**src/rtl/mold_pkg.sv**
```systemverilog
// Shared widths, table entry layout and header classification for the
// MoldUDP64 multi-session sequence tracker.
package mold_pkg;

  localparam int LEN       = 20;  // MoldUDP64 header bytes: sid + seq + count
  localparam int SID_W     = 80;
  localparam int SEQ_NUM_W = 64;
  localparam int ML_W      = 16;

  localparam logic [ML_W-1:0] EOS_MSG_CNT = 16'hffff;

  // LRU age is kept in mold_seq_lru, not in this entry.
  typedef struct packed {
    logic                 valid;
    logic [SID_W-1:0]     sid;
    logic [SEQ_NUM_W-1:0] exp_seq;
  } sess_entry_t;

  typedef enum logic [2:0] {
    INORDER,
    GAP,
    DUP,
    OVERLAP,
    EOS,
    NEW
  } seq_class_t;

  function automatic logic is_eos(input logic [ML_W-1:0] msg_cnt);
    return msg_cnt == EOS_MSG_CNT;
  endfunction

endpackage

```
**src/rtl/mold_seq_lru.sv**
```systemverilog
// LRU age tracker: ages form a permutation of 0..N_SESS-1, 0 = most recent.
// The victim is the entry whose age is N_SESS-1.
module mold_seq_lru #(
  parameter int N_SESS = 4,
  parameter int IDX_W  = $clog2(N_SESS)
) (
  input  logic             clk,
  input  logic             nreset,
  input  logic             touch_v,
  input  logic [IDX_W-1:0] touch_idx,
  output logic [IDX_W-1:0] victim_idx
);

  logic [IDX_W-1:0] age_q [N_SESS];
  logic [IDX_W-1:0] touch_age;

  assign touch_age = age_q[touch_idx];

  always_comb begin
    victim_idx = '0;
    for (int i = 0; i < N_SESS; i++) begin
      if (age_q[i] == IDX_W'(N_SESS - 1)) begin
        victim_idx = IDX_W'(i);
      end
    end
  end

  // Only entries younger than the touched one move, so the permutation holds.
  always_ff @(posedge clk or negedge nreset) begin
    if (!nreset) begin
      for (int i = 0; i < N_SESS; i++) begin
        age_q[i] <= IDX_W'(i);
      end
    end else if (touch_v) begin
      for (int i = 0; i < N_SESS; i++) begin
        if (IDX_W'(i) == touch_idx) begin
          age_q[i] <= '0;
        end else if (age_q[i] < touch_age) begin
          age_q[i] <= age_q[i] + 1'b1;
        end
      end
    end
  end

endmodule

```
**src/rtl/moldudp64_seq_track.sv**
```systemverilog
// Multi-session MoldUDP64 sequence tracker: per-header classification into
// in-order, gap, duplicate, overlap, end-of-session or new session, 1-cycle latency.
module moldudp64_seq_track
  import mold_pkg::*;
#(
  parameter int N_SESS = 4
) (
  input  logic                 clk,
  input  logic                 nreset,
  input  logic                 flush_i,
  input  logic                 hdr_v_i,
  input  logic [SID_W-1:0]     hdr_sid_i,
  input  logic [SEQ_NUM_W-1:0] hdr_seq_num_i,
  input  logic [ML_W-1:0]      hdr_msg_cnt_i,
  output logic                 acc_v_o,
  output logic [ML_W-1:0]      acc_skip_o,
  output logic                 dup_v_o,
  output logic                 miss_v_o,
  output logic [SID_W-1:0]     miss_sid_o,
  output logic [SEQ_NUM_W-1:0] miss_seq_start_o,
  output logic [SEQ_NUM_W-1:0] miss_seq_cnt_o,
  output logic                 new_sid_v_o,
  output logic                 evict_v_o,
  output logic [SID_W-1:0]     evict_sid_o,
  output logic                 eos_v_o
);

  localparam int IDX_W = $clog2(N_SESS);

  sess_entry_t          tbl_q [N_SESS];
  logic                 hit;
  logic                 any_free;
  logic [IDX_W-1:0]     hit_idx;
  logic [IDX_W-1:0]     free_idx;
  logic [IDX_W-1:0]     victim_idx;
  logic [IDX_W-1:0]     alloc_idx;
  logic [IDX_W-1:0]     tgt_idx;
  logic [SEQ_NUM_W-1:0] exp_seq;
  logic [SEQ_NUM_W-1:0] cnt_ext;
  logic [SEQ_NUM_W-1:0] end_seq;
  seq_class_t           seq_cls;
  logic                 hdr_go;
  logic                 touch_v;

  assign hdr_go = hdr_v_i && !flush_i;

  always_comb begin
    hit     = 1'b0;
    hit_idx = '0;
    for (int i = 0; i < N_SESS; i++) begin
      if (!hit && tbl_q[i].valid && (tbl_q[i].sid == hdr_sid_i)) begin
        hit     = 1'b1;
        hit_idx = IDX_W'(i);
      end
    end
  end

  // Descending scan leaves the lowest free index selected.
  always_comb begin
    any_free = 1'b0;
    free_idx = '0;
    for (int i = N_SESS - 1; i >= 0; i--) begin
      if (!tbl_q[i].valid) begin
        any_free = 1'b1;
        free_idx = IDX_W'(i);
      end
    end
  end

  assign alloc_idx = any_free ? free_idx : victim_idx;
  assign tgt_idx   = hit ? hit_idx : alloc_idx;
  assign exp_seq   = tbl_q[hit_idx].exp_seq;
  assign cnt_ext   = {{(SEQ_NUM_W - ML_W){1'b0}}, hdr_msg_cnt_i};
  assign end_seq   = hdr_seq_num_i + cnt_ext;

  always_comb begin
    seq_cls = NEW;
    if (hit) begin
      if (is_eos(hdr_msg_cnt_i)) begin
        seq_cls = EOS;
      end else if (hdr_seq_num_i == exp_seq) begin
        seq_cls = INORDER;
      end else if (hdr_seq_num_i > exp_seq) begin
        seq_cls = GAP;
      end else if (end_seq <= exp_seq) begin
        seq_cls = DUP;
      end else begin
        seq_cls = OVERLAP;
      end
    end else if (is_eos(hdr_msg_cnt_i)) begin
      seq_cls = EOS;
    end
  end

  // An EOS for an unknown session touches nothing; every hit is a touch.
  assign touch_v = hdr_go && (hit || (seq_cls == NEW));

  mold_seq_lru #(
    .N_SESS (N_SESS),
    .IDX_W  (IDX_W)
  ) u_lru (
    .clk        (clk),
    .nreset     (nreset),
    .touch_v    (touch_v),
    .touch_idx  (tgt_idx),
    .victim_idx (victim_idx)
  );

  always_ff @(posedge clk or negedge nreset) begin
    if (!nreset) begin
      for (int i = 0; i < N_SESS; i++) begin
        tbl_q[i] <= '0;
      end
    end else if (flush_i) begin
      for (int i = 0; i < N_SESS; i++) begin
        tbl_q[i].valid <= 1'b0;
      end
    end else if (hdr_go) begin
      case (seq_cls)
        INORDER, GAP, OVERLAP: tbl_q[tgt_idx].exp_seq <= end_seq;
        EOS: begin
          if (hit) begin
            tbl_q[tgt_idx].valid <= 1'b0;
          end
        end
        NEW: tbl_q[tgt_idx] <= '{valid: 1'b1, sid: hdr_sid_i, exp_seq: end_seq};
        default: ;
      endcase
    end
  end

  always_ff @(posedge clk or negedge nreset) begin
    if (!nreset) begin
      acc_v_o          <= 1'b0;
      acc_skip_o       <= '0;
      dup_v_o          <= 1'b0;
      miss_v_o         <= 1'b0;
      miss_sid_o       <= '0;
      miss_seq_start_o <= '0;
      miss_seq_cnt_o   <= '0;
      new_sid_v_o      <= 1'b0;
      evict_v_o        <= 1'b0;
      evict_sid_o      <= '0;
      eos_v_o          <= 1'b0;
    end else begin
      acc_v_o     <= 1'b0;
      dup_v_o     <= 1'b0;
      miss_v_o    <= 1'b0;
      new_sid_v_o <= 1'b0;
      evict_v_o   <= 1'b0;
      eos_v_o     <= 1'b0;
      if (hdr_go) begin
        case (seq_cls)
          INORDER: begin
            acc_v_o    <= 1'b1;
            acc_skip_o <= '0;
          end
          GAP: begin
            acc_v_o          <= 1'b1;
            acc_skip_o       <= '0;
            miss_v_o         <= 1'b1;
            miss_sid_o       <= hdr_sid_i;
            miss_seq_start_o <= exp_seq;
            miss_seq_cnt_o   <= hdr_seq_num_i - exp_seq;
          end
          DUP: dup_v_o <= 1'b1;
          OVERLAP: begin
            acc_v_o    <= 1'b1;
            acc_skip_o <= ML_W'(exp_seq - hdr_seq_num_i);
          end
          EOS: eos_v_o <= 1'b1;
          NEW: begin
            acc_v_o     <= 1'b1;
            acc_skip_o  <= '0;
            new_sid_v_o <= 1'b1;
            if (!any_free) begin
              evict_v_o   <= 1'b1;
              evict_sid_o <= tbl_q[victim_idx].sid;
            end
          end
          default: ;
        endcase
      end
    end
  end

endmodule

```
**config.mk**
```make
export PLATFORM = sky130hd
export DESIGN_NAME = moldudp64_seq_track
export DESIGN_NICKNAME = d
export VERILOG_FILES = /design/src/rtl/mold_pkg.sv /design/src/rtl/mold_seq_lru.sv /design/src/rtl/moldudp64_seq_track.sv
export SDC_FILE = /design/constraint.sdc
export NUM_CORES = 2
export LEC_CHECK = 0
export CORE_MARGIN = 1
export CORE_UTILIZATION = 65
export CTS_BUF_LIST = sky130_fd_sc_hd__clkbuf_8
export DETAILED_ROUTE_END_ITERATION = 12
export PLACE_DENSITY_LB_ADDON = 0.05
export SETUP_SLACK_MARGIN = 0.4
export SLEW_MARGIN = 20
export SYNTH_ARGS = -nofsm -noshare
export SYNTH_HDL_FRONTEND = slang
export SYNTH_SLANG_ARGS = --single-unit
```
**constraint.sdc**
```tcl
create_clock -name clk -period 13.7 [get_ports clk]
set_clock_uncertainty 0.2 [all_clocks]
set_input_delay 3.425 -clock clk [delete_from_list [all_inputs] [get_ports clk]]
set_output_delay 3.425 -clock clk [all_outputs]
set_load 0.005 [all_outputs]
```
==> results.toml <==
[critical_path]
crit_buf_inv = 5
worstSetupEndpointType = "register"
cp_slowest_stage_delay_ns = 0.86
cp.arrival_ns = 12.61
cp.required_ns = 14.22
critPathLaunchType = "input port"
cp_top_family = "compound AO/OA/AOI/OAI gates"
crit_type = "input port to register"
critPathSlowestCell = "clkdlybuf4s50_1"
crit_fanout = 34

[yosys]
yosys_warnings = 0
synth.most_common_cell = "dfrtp_1"
synth_flop_cell = "dfrtp_1"
synth.yosys.seq_area_share_pct = 43.0
synth_edf_count = 0
syn_nets = 5470
yosysUniqueCellTypes = 85
syn_inst = 5139
synth-async-reset-ratio_pct = 100
netlist_top_cells_count = "894 x dfrtp_1, 573 x nand2_1, 365 x mux2_2, 362 x a21oi_1, 338 x nor2_1"
synthesis.area_um2 = 52200
yosys_register_bits = 898
synth_area_leader_cell = "dfrtp_1"
avgSynthCellArea_um2 = 10.2
synth_area_leaders = "dfrtp_1 43%, mux2_2 7.9%, mux2_4 6.9%"
synth_top_area_share_pct = 42.8

[layout]
drive_gt1_share_pct = 17.1
syn_to_final_growth_pct = 15.8
nNetsFinal = 5854
stdcell_count = 6695

[cts]
numCtsBuffers = 149
post_cts.repair.setup_buffers = 0
cts_root_buf = "clkbuf_8"
cts_tree = "built"
clk_pin_slew_ns = 0.06
cts.sinks = 898
cts_resized = 0
clk_latency_ns = 0.86
htreeDepth = 4
holdBufCountCts = 0
cts_buffer_depth = 3

[global_routing]
overflow = 0
grt_usage_pct = 47.7
grt_pass1_vias = 44200
grt_max_degree = 166
grt_pass1_wl_mm = 288
antenna_found_initial = 7

[routing]
drtIter0Drc = 5229
vias_per_cell = 6.60
drc_errors = 0
routedWlPerCell_um = 29.2
vias = 44200
firstDrtPassIters = 6
ant_nets = 0
wl_mm = 196

[die]
fp.dieW_um = 285
die-area_um2 = 81500
fp.dieH_um = 285
initial_core_util_pct = 65.9
io-pin-count = 474
rows = 103
core_area_um2 = 79300

[placement]
dp_hpwl_mm = 143
gp_congestion = 1.10
portBuffers = 473
place_ws_ns = 1.05
dp_cells = 6420

[timing]
setup_viol = 0
slew_headroom_pct = 14.0
max_freq_mhz = 82.8
hold_viol = 0
post-route-period-util_pct = 88.2
slew_violations = 0
period_minus_slack_ns = 12.08
worst_slew_pin_slew_ns = 1.29
finalWorstSetupSlack_ns = 1.62
finalSetupTns_ns = 0
grt_setup_unrepaired = "false"
holdWs_ns = 0.267

[hold_path]
holdCritPathClass = "register to register"

[outcome]
status = "finished, final reports clean"

[power_and_ir_drop]
leakage_nw = 27.7
ir_worst_vdd_mv = 0.134
p_per_area_nw_per_um2 = 172

[run]
maxCapViolCount = 0
## path summary, 6_finish.rpt
path                                 from                   end  slack, ns  cells after the start
min reg2reg                miss_sid_o[23]        miss_sid_o[23]       0.27                      2
min                        miss_sid_o[23]        miss_sid_o[23]       0.27                      2
max in group asynchronous          nreset             tbl_q[70]       8.58                      3
max reg2reg                     tbl_q[89]            tbl_q[487]       4.63                     28
min in group asynchronous          nreset  miss_seq_start_o[17]       2.37                      1
max                         hdr_sid_i[65]            tbl_q[487]       1.62                     28
## placed cells by master (no fill, tap or decap), drive strengths merged, types with 8 or more instances in the layout
master         synthesis  layout
ha                   164     164
xor2                 117     117
o21bai                29      29
nand2b               135     135
nor4b                  8       8
o21ai                329     329
nor3                  55      55
o21a                  21      21
nand4                152     152
o31ai                  8       8
nand3                 59      59
clkdlybuf4s50          0     472
nor2                 338     338
a2111oi               12      12
clkbuf               208     181
xnor2                238     238
nand2                577     577
mux2i                143     143
nand4b                10      10
a21o                  83      83
and3                  13      13
a21oi                362     362
and2                   9       9
clkinv                 0      19
o2111ai               14      14
inv                  122     182
buf                  121      90
a211oi                22      22
dfrtp                894     894
or4                   11      11
mux2                 605     605
a22o                  18      18
nor4                  72      72
or2                   12      12
nor2b                 89      89
## per-stage QoR
stage | instance area [um2] | total power [mW] | utilization [%]
2_1_floorplan | 52200 | 6.24 | -
3_3_place_gp | 57400 | 7.62 | 72.4
3_5_place_dp | 57400 | 7.72 | 72.4
4_1_cts | 60400 | 10.2 | 76.2
5_1_grt | 60500 | 10.7 | 76.3
6_report | 60500 | 10.4 | 76.3
## routing by layer
layer	wire [um]	track usage, %	share of wire, %
met5	78	0	0.040
met4	17900	36.7	9.1
met3	19200	12.0	9.8
met2	89300	74.6	46
met1	69200	57.0	35
## kinds of logic (layout without fill, tap and decap cells)
logic type | Yosys count | in the layout | synth area share (%)
mux | 748 | 748 | 17.5
fa+ha+maj | 167 | 167 | 4.04
flops | 898 | 898 | 43.0
compound gates | 954 | 954 | 10.6
buf+inv | 451 | 953 | 4.30
other cells | 0 | 4 | 0
xor+xnor | 355 | 355 | 5.95
simple gates | 1566 | 1566 | 14.5
## worst register-to-register path: cells and delay by family (launching register included)
| kind | cells | cell delay [ns] |
|---|---|---|
| and+or+nand+nor | 11 | 3.58 |
| DFF | 1 | 0.57 |
| AOI/OAI and AO/OA | 11 | 2.69 |
| buffers and inverters | 3 | 0.72 |
| adders and majority gates | 1 | 0.49 |
| muxes | 2 | 0.69 |
## flip-flops by register name, indices dropped and copies added, names as in the netlist, 8 cells and up
name	count
u_lru.age_q	8
acc_skip_o	16
tbl_q	580
miss_sid_o	80
miss_seq_start_o	64
evict_sid_o	80
miss_seq_cnt_o	64
## layout make-up
class | instances | area (um2)
clock buffer | 181 | 2490
tap | 1050 | 1310
fill | 5085 | 18800
antenna | 4 | 10.0
multi-input combinational | 3790 | 27600
inverter | 122 | 458
timing repair buffer | 562 | 5590
sequential | 898 | 22500
clock inverter | 88 | 508
## power breakdown
| group | switching [mW] | internal, mW |
|---|---|---|
| logic | 2.45 | 1.69 |
| registers | 0.580 | 3.24 |
| clock network | 1.18 | 1.25 |
Note: power is estimated with default switching activity, not from simulation.
